[config.mk]
export PLATFORM = sky130hd
export DESIGN_NAME = mem_bus_arbiter
export DESIGN_NICKNAME = d
export VERILOG_FILES = /design/src/rtl/mem_bus_arbiter.sv
export SDC_FILE = /design/constraint.sdc
export NUM_CORES = 1
export LEC_CHECK = 0
export CAP_MARGIN = 20
export CORE_ASPECT_RATIO = 0.9
export CORE_MARGIN = 2
export CORE_UTILIZATION = 36
export DETAILED_ROUTE_END_ITERATION = 8
export GPL_TIMING_DRIVEN = 0
export PLACE_DENSITY = 0.87
export SYNTH_ARGS = -nofsm -noshare
export SYNTH_HDL_FRONTEND = slang
export SYNTH_SLANG_ARGS = --single-unit
export TNS_END_PERCENT = 20
[constraint.sdc]
create_clock -name I_CLK -period 2 [get_ports I_CLK]
set_clock_uncertainty 0.15 [all_clocks]
set_input_delay 0.4 -clock I_CLK [delete_from_list [all_inputs] [get_ports I_CLK]]
set_output_delay 0.4 -clock I_CLK [all_outputs]
set_load 0.05 [all_outputs]
[src/rtl/mem_bus_arbiter.sv]
// mem_bus_arbiter: shares one registered memory strobe bus between the PPU,
// DMA and CPU masters and routes read data back to the owner of each access.
// Ports:
//   I_CLK, I_SYNC_RESET          clock, synchronous active-high reset
//   I_PPU_* / O_PPU_*            PPU read-only request, grant, read return
//   I_DMA_* / O_DMA_*            DMA read/write request, grant, read return
//   I_CPU_* / O_CPU_*            CPU read/write request, grant, read return
//   O_MEM_*, I_MEM_RDATA         registered bus toward the memory router
//   O_OWNER                      owner of the current bus cycle (0 none,
//                                1 CPU, 2 DMA, 3 PPU)
module mem_bus_arbiter #(
   parameter int unsigned DMA_BURST_MAX = 16
) (
   input  logic        I_CLK,
   input  logic        I_SYNC_RESET,
   input  logic        I_PPU_REQ,
   input  logic [15:0] I_PPU_ADDR,
   output logic        O_PPU_GNT,
   output logic [7:0]  O_PPU_RDATA,
   output logic        O_PPU_RDATA_VALID,
   input  logic        I_DMA_REQ,
   input  logic [15:0] I_DMA_ADDR,
   input  logic        I_DMA_WE_L,
   input  logic [7:0]  I_DMA_WDATA,
   output logic        O_DMA_GNT,
   output logic [7:0]  O_DMA_RDATA,
   output logic        O_DMA_RDATA_VALID,
   input  logic        I_CPU_REQ,
   input  logic [15:0] I_CPU_ADDR,
   input  logic        I_CPU_WE_L,
   input  logic [7:0]  I_CPU_WDATA,
   output logic        O_CPU_GNT,
   output logic [7:0]  O_CPU_RDATA,
   output logic        O_CPU_RDATA_VALID,
   output logic [15:0] O_MEM_ADDR,
   output logic [7:0]  O_MEM_WDATA,
   output logic        O_MEM_WE_L,
   output logic        O_MEM_RE_L,
   input  logic [7:0]  I_MEM_RDATA,
   output logic [1:0]  O_OWNER
);

   localparam logic [1:0] OWN_NONE = 2'b00;
   localparam logic [1:0] OWN_CPU  = 2'b01;
   localparam logic [1:0] OWN_DMA  = 2'b10;
   localparam logic [1:0] OWN_PPU  = 2'b11;
   localparam logic [7:0] RUN_MAX  = 8'(DMA_BURST_MAX);

   logic [7:0]  dma_run_q, dma_run_d;
   logic        force_cpu;
   logic        ppu_gnt, dma_gnt, cpu_gnt;

   logic [15:0] addr_q, addr_d;
   logic [7:0]  wdata_q, wdata_d;
   logic        we_l_q, we_l_d;
   logic        re_l_q, re_l_d;
   logic [1:0]  owner_q, owner_d;

   logic [7:0]  ppu_rdata_q, dma_rdata_q, cpu_rdata_q;
   logic        ppu_vld_q, dma_vld_q, cpu_vld_q;

   // Once the DMA has used up its burst allowance, a waiting CPU takes
   // the next slot the PPU leaves free.
   always_comb begin
      force_cpu = (dma_run_q == RUN_MAX) && I_CPU_REQ && !I_PPU_REQ;
      ppu_gnt   = !I_SYNC_RESET && I_PPU_REQ;
      dma_gnt   = !I_SYNC_RESET && !I_PPU_REQ && I_DMA_REQ && !force_cpu;
      cpu_gnt   = !I_SYNC_RESET && !I_PPU_REQ && I_CPU_REQ
                  && (!I_DMA_REQ || force_cpu);
   end

   always_comb begin
      if (!I_DMA_REQ || cpu_gnt)
         dma_run_d = 8'h00;
      else if (dma_gnt && dma_run_q != RUN_MAX)
         dma_run_d = dma_run_q + 8'h01;
      else
         dma_run_d = dma_run_q;
   end

   // Next bus cycle; address and write data hold when the bus idles.
   always_comb begin
      addr_d  = addr_q;
      wdata_d = wdata_q;
      we_l_d  = 1'b1;
      re_l_d  = 1'b1;
      owner_d = OWN_NONE;
      unique case (1'b1)
         ppu_gnt: begin
            addr_d  = I_PPU_ADDR;
            re_l_d  = 1'b0;
            owner_d = OWN_PPU;
         end
         dma_gnt: begin
            addr_d  = I_DMA_ADDR;
            owner_d = OWN_DMA;
            if (!I_DMA_WE_L) begin
               wdata_d = I_DMA_WDATA;
               we_l_d  = 1'b0;
            end else begin
               re_l_d  = 1'b0;
            end
         end
         cpu_gnt: begin
            addr_d  = I_CPU_ADDR;
            owner_d = OWN_CPU;
            if (!I_CPU_WE_L) begin
               wdata_d = I_CPU_WDATA;
               we_l_d  = 1'b0;
            end else begin
               re_l_d  = 1'b0;
            end
         end
         default: ;
      endcase
   end

   always_ff @(posedge I_CLK) begin
      if (I_SYNC_RESET) begin
         dma_run_q   <= 8'h00;
         addr_q      <= 16'h0000;
         wdata_q     <= 8'h00;
         we_l_q      <= 1'b1;
         re_l_q      <= 1'b1;
         owner_q     <= OWN_NONE;
         ppu_vld_q   <= 1'b0;
         dma_vld_q   <= 1'b0;
         cpu_vld_q   <= 1'b0;
         ppu_rdata_q <= 8'h00;
         dma_rdata_q <= 8'h00;
         cpu_rdata_q <= 8'h00;
      end else begin
         dma_run_q <= dma_run_d;
         addr_q    <= addr_d;
         wdata_q   <= wdata_d;
         we_l_q    <= we_l_d;
         re_l_q    <= re_l_d;
         owner_q   <= owner_d;
         // Read data lands at the end of the strobe cycle.
         ppu_vld_q <= !re_l_q && owner_q == OWN_PPU;
         dma_vld_q <= !re_l_q && owner_q == OWN_DMA;
         cpu_vld_q <= !re_l_q && owner_q == OWN_CPU;
         if (!re_l_q && owner_q == OWN_PPU)
            ppu_rdata_q <= I_MEM_RDATA;
         if (!re_l_q && owner_q == OWN_DMA)
            dma_rdata_q <= I_MEM_RDATA;
         if (!re_l_q && owner_q == OWN_CPU)
            cpu_rdata_q <= I_MEM_RDATA;
      end
   end

   assign O_PPU_GNT         = ppu_gnt;
   assign O_DMA_GNT         = dma_gnt;
   assign O_CPU_GNT         = cpu_gnt;
   assign O_PPU_RDATA       = ppu_rdata_q;
   assign O_DMA_RDATA       = dma_rdata_q;
   assign O_CPU_RDATA       = cpu_rdata_q;
   assign O_PPU_RDATA_VALID = ppu_vld_q;
   assign O_DMA_RDATA_VALID = dma_vld_q;
   assign O_CPU_RDATA_VALID = cpu_vld_q;
   assign O_MEM_ADDR        = addr_q;
   assign O_MEM_WDATA       = wdata_q;
   assign O_MEM_WE_L        = we_l_q;
   assign O_MEM_RE_L        = re_l_q;
   assign O_OWNER           = owner_q;

endmodule

==> metrics.md <==
| Metric | Value |
|---|---|
| Initial Util | 37.76% |
| Mapped Cells | 288 |
| Min Clock Period, post-route | 2.206 ns |
| Distinct cells, synth | 41 |
| Root buffer cell | clkbuf_8 |
| Critical Path Sink Type | output port |
| Pre-CTS setup slack | -1.448 ns |
| CP Cell Sequence | inv_2 -> ha_4 -> and4bb_4 -> buf_6 -> a31oi_4 -> buf_6 -> buf_8 |
| Origin of the worst setup path | dma_run_q[1] |
| Number of global-route vias before repair | 2780 |
| Post-Route WL | 8484 um |
| Outcome | finished with violations |
| Sum Neg Setup Slack | -1.761 ns |
| Period utilization | 110.3% |
| Pwr per Cell Area | 694.5 nW/um^2 |
| Post-synth top cells | 63 x dfxtp_1, 52 x nor2_1, 25 x mux2i_1 |
| Cell family with most CP delay | buffers and inverters |
| RePlAce Congestion | 0.7893 |
| Mapped cell area | 2699 sq um |
| Leading post-synthesis cells by cell area | dfxtp_1 47%, mux2i_1 9.3%, nor2_1 7.2% |
| Slew headroom | 54.51% |
| VDD IR max | 0.0004305 V |
| CP Launch Type | register |
| CTS tree | done |
| Chip width | 95.27 um |
| Transition time of the tightest slew-check pin | 0.6824 ns |
| Via count | 2769 |
| Final setup viols | 25 |
| Num CTS Buffers | 9 |
| Die height | 86.14 um |
| Failing checks | negative setup slack |
| Initial antenna violation count | 0 |
| Hold Crit Class | register to register |
| Hold_buf cts | 0 |
| CP peak stage delay | 0.34 ns |
| # nets final | 533 |
| Final Cell Area | 4566 sq um |
| Clock slew at reported path FFs | 0.07 ns |
| Synth Register Bits | 63 |
| DP HPWL | 5965 um |
| Placement Cell Area | 4187 sq um |
| Hold path start | O_MEM_ADDR[7] |
| ANT nets after route | 0 |
| Std cell rows | 29 |
| FF-to-FF Start | dma_run_q[1] |
| Max Cap Viol | 0 |
| Share of cells above drive strength 1 | 15.75% |
| Critical Path Fanout Max | 4 |
| Vias per cell | 5.035 |
| 1st-iter DRT viols | 85 |
| Antenna Cells | 0 |
| Worst Path Required | 1.45 ns |
| Leak | 2.068 nW |
| DRC violations left | 0 |
| Pin count of the biggest net entering global routing | 13 |
| Maximum root-to-sink buffer count | 2 |
| Layout overhead on the synthesized area | 69.17% |
| Synth warn | 0 |
| Hold_ws | 0.3386 ns |
| Port-buffer cells | 136 |
| Mapped Nets | 369 |
| Total GRT Usage | 21.22% |
| Gr ovfl total | 0 |
| CTS H-tree lvls | 3 |
| Num Clock Sinks | 63 |
| Num ports | 137 |
| WL per Instance | 15.43 um |
| Predominant post-synthesis flop cell | dfxtp_1 |
| Syn Area/Cell | 9.371 sq um |
| Area leader, netlist | dfxtp_1 |
| Worst setup margin | -0.2057 ns |
| Most frequent cell after synthesis | dfxtp_1 |
| Register area share after synthesis | 46.73% |
| First-pass GRT wire length | 13460 um |
| Top cell type's share of synthesized area | 46.73% |
| CP max stage cell | dfxtp_2 |
| Asr flop ratio synth | 0% |
| Core ar. | 7148 sq um |
| Fin. max-slew vios | 0 |
| WP buf/inv | 4 |
| Hold violation count in the final report | 0 |
| WP data arrival | 1.66 ns |
| CP Class | register to output port |
| RSZ-0062 raised after global routing | yes |
| Cell mode on critical path | buf_6 |
| Post-synth EDFFs | 0 |
| Clock Latency Late Sink | 0.33 ns |
| Pre-antenna DRT Iters | 6 |
| DIE AREA | 8206 sq um |
| Max Clock Freq | 453.4 MHz |
worst min-delay path, delay by kind of cell, from the launching register on:
family	cells	cell delay, ns
DFF	1	0.31
and+or+nand+nor	2	0.14
power by group:
| group | internal, mW | leakage, nW | switching, mW | total (mW) |
|---|---|---|---|---|
| clock network | 0.613 | 0.0912 | 0.503 | 1.12 |
| registers | 1.31 | 0.516 | 0.0310 | 1.34 |
| logic | 0.298 | 1.46 | 0.413 | 0.712 |
layer usage:
layer | wire, um | up-vias | part of all wire (%) | GRT usage, %
li1 | - | 1369 | - | -
met1 | 3544 | 1285 | 42 | 25.31
met2 | 4295 | 107 | 51 | 36.88
met3 | 555 | 8 | 6.5 | 7.030
met4 | 88 | 0 | 1.0 | 4.743
met5 | 0 | - | 0 | 0
cells in the final DEF, fill, tap and decap left out, drive strengths merged, types with 2 or more instances in the layout:
cell	netlist	routed
ha	2	2
clkbuf	9	19
clkdlybuf4s50	0	74
dlygate4sd2	0	56
xor2	6	6
nand2	5	5
nor2b	2	2
mux2i	25	25
o211a	7	7
buf	8	28
nor3	18	18
and2	5	5
clkdlybuf4s15	0	2
nor2	53	53
dfxtp	63	63
o21ai	10	10
nand3	12	12
inv	4	6
a21oi	20	20
nand4	9	9
a221o	16	16
clkinvlp	0	4
nor3b	2	2
kinds of logic after synthesis:
logic type / share of synthesized area (%)
compound gates: 16.55
xor+xnor: 2.272
fa+ha+maj: 0.9271
buf+inv: 3.616
flops: 46.73
mux: 9.272
simple gates: 20.63
sequential cells by signal (all words and copies together), names as in the netlist:
name / flops
O_OWNER: 2
O_CPU_RDATA: 8
O_MEM_WE_L: 1
O_CPU_RDATA_VALID: 1
O_MEM_ADDR: 16
O_PPU_RDATA_VALID: 1
O_PPU_RDATA: 8
O_MEM_RE_L: 1
O_MEM_WDATA: 8
O_DMA_RDATA: 8
dma_run_q: 8
O_DMA_RDATA_VALID: 1
final timing paths:
kind | endpoint | slack (ns) | cells past startpoint
worst max-delay path | O_DMA_GNT | -0.21 | 7
worst min-delay path | O_MEM_ADDR[7] | 0.34 | 2
worst max register to register | O_MEM_ADDR[12] | -0.11 | 10
worst min register to register | O_MEM_ADDR[7] | 0.34 | 2
cell type report:
type                    instances  area, sq um
multi-input cells             203         1408
flip-flops and latches         63         1266
clock inverters                 6        68.82
fillers                       596         2582
repair buffers                155         1456
inverters                       5        21.27
clock buffers                  10        137.6
well taps                      93        116.4
plain buffers                  15        91.34
what timing repair did:
item / 4_1_cts / 5_1_grt
buffers inserted: 15 / 3
endpoints found under the hold margin: 0 / 0
pin swaps: 6 / 11
resized for setup: 100 / 15
setup endpoints to repair: 84 / 39
gates cloned: 1 / 0
metrics by stage:
| step | util (%) | instances | power (mW) |
|---|---|---|---|
| floorplan | - | 288 | 1.763 |
| global placement | 58.57 | 517 | 2.084 |
| detailed placement | 58.57 | 517 | 2.096 |
| CTS | 63.00 | 548 | 3.186 |
| global route | 63.87 | 550 | 3.304 |
| finish | 63.87 | 550 | 3.171 |
Power figures use the tool's default switching activity.
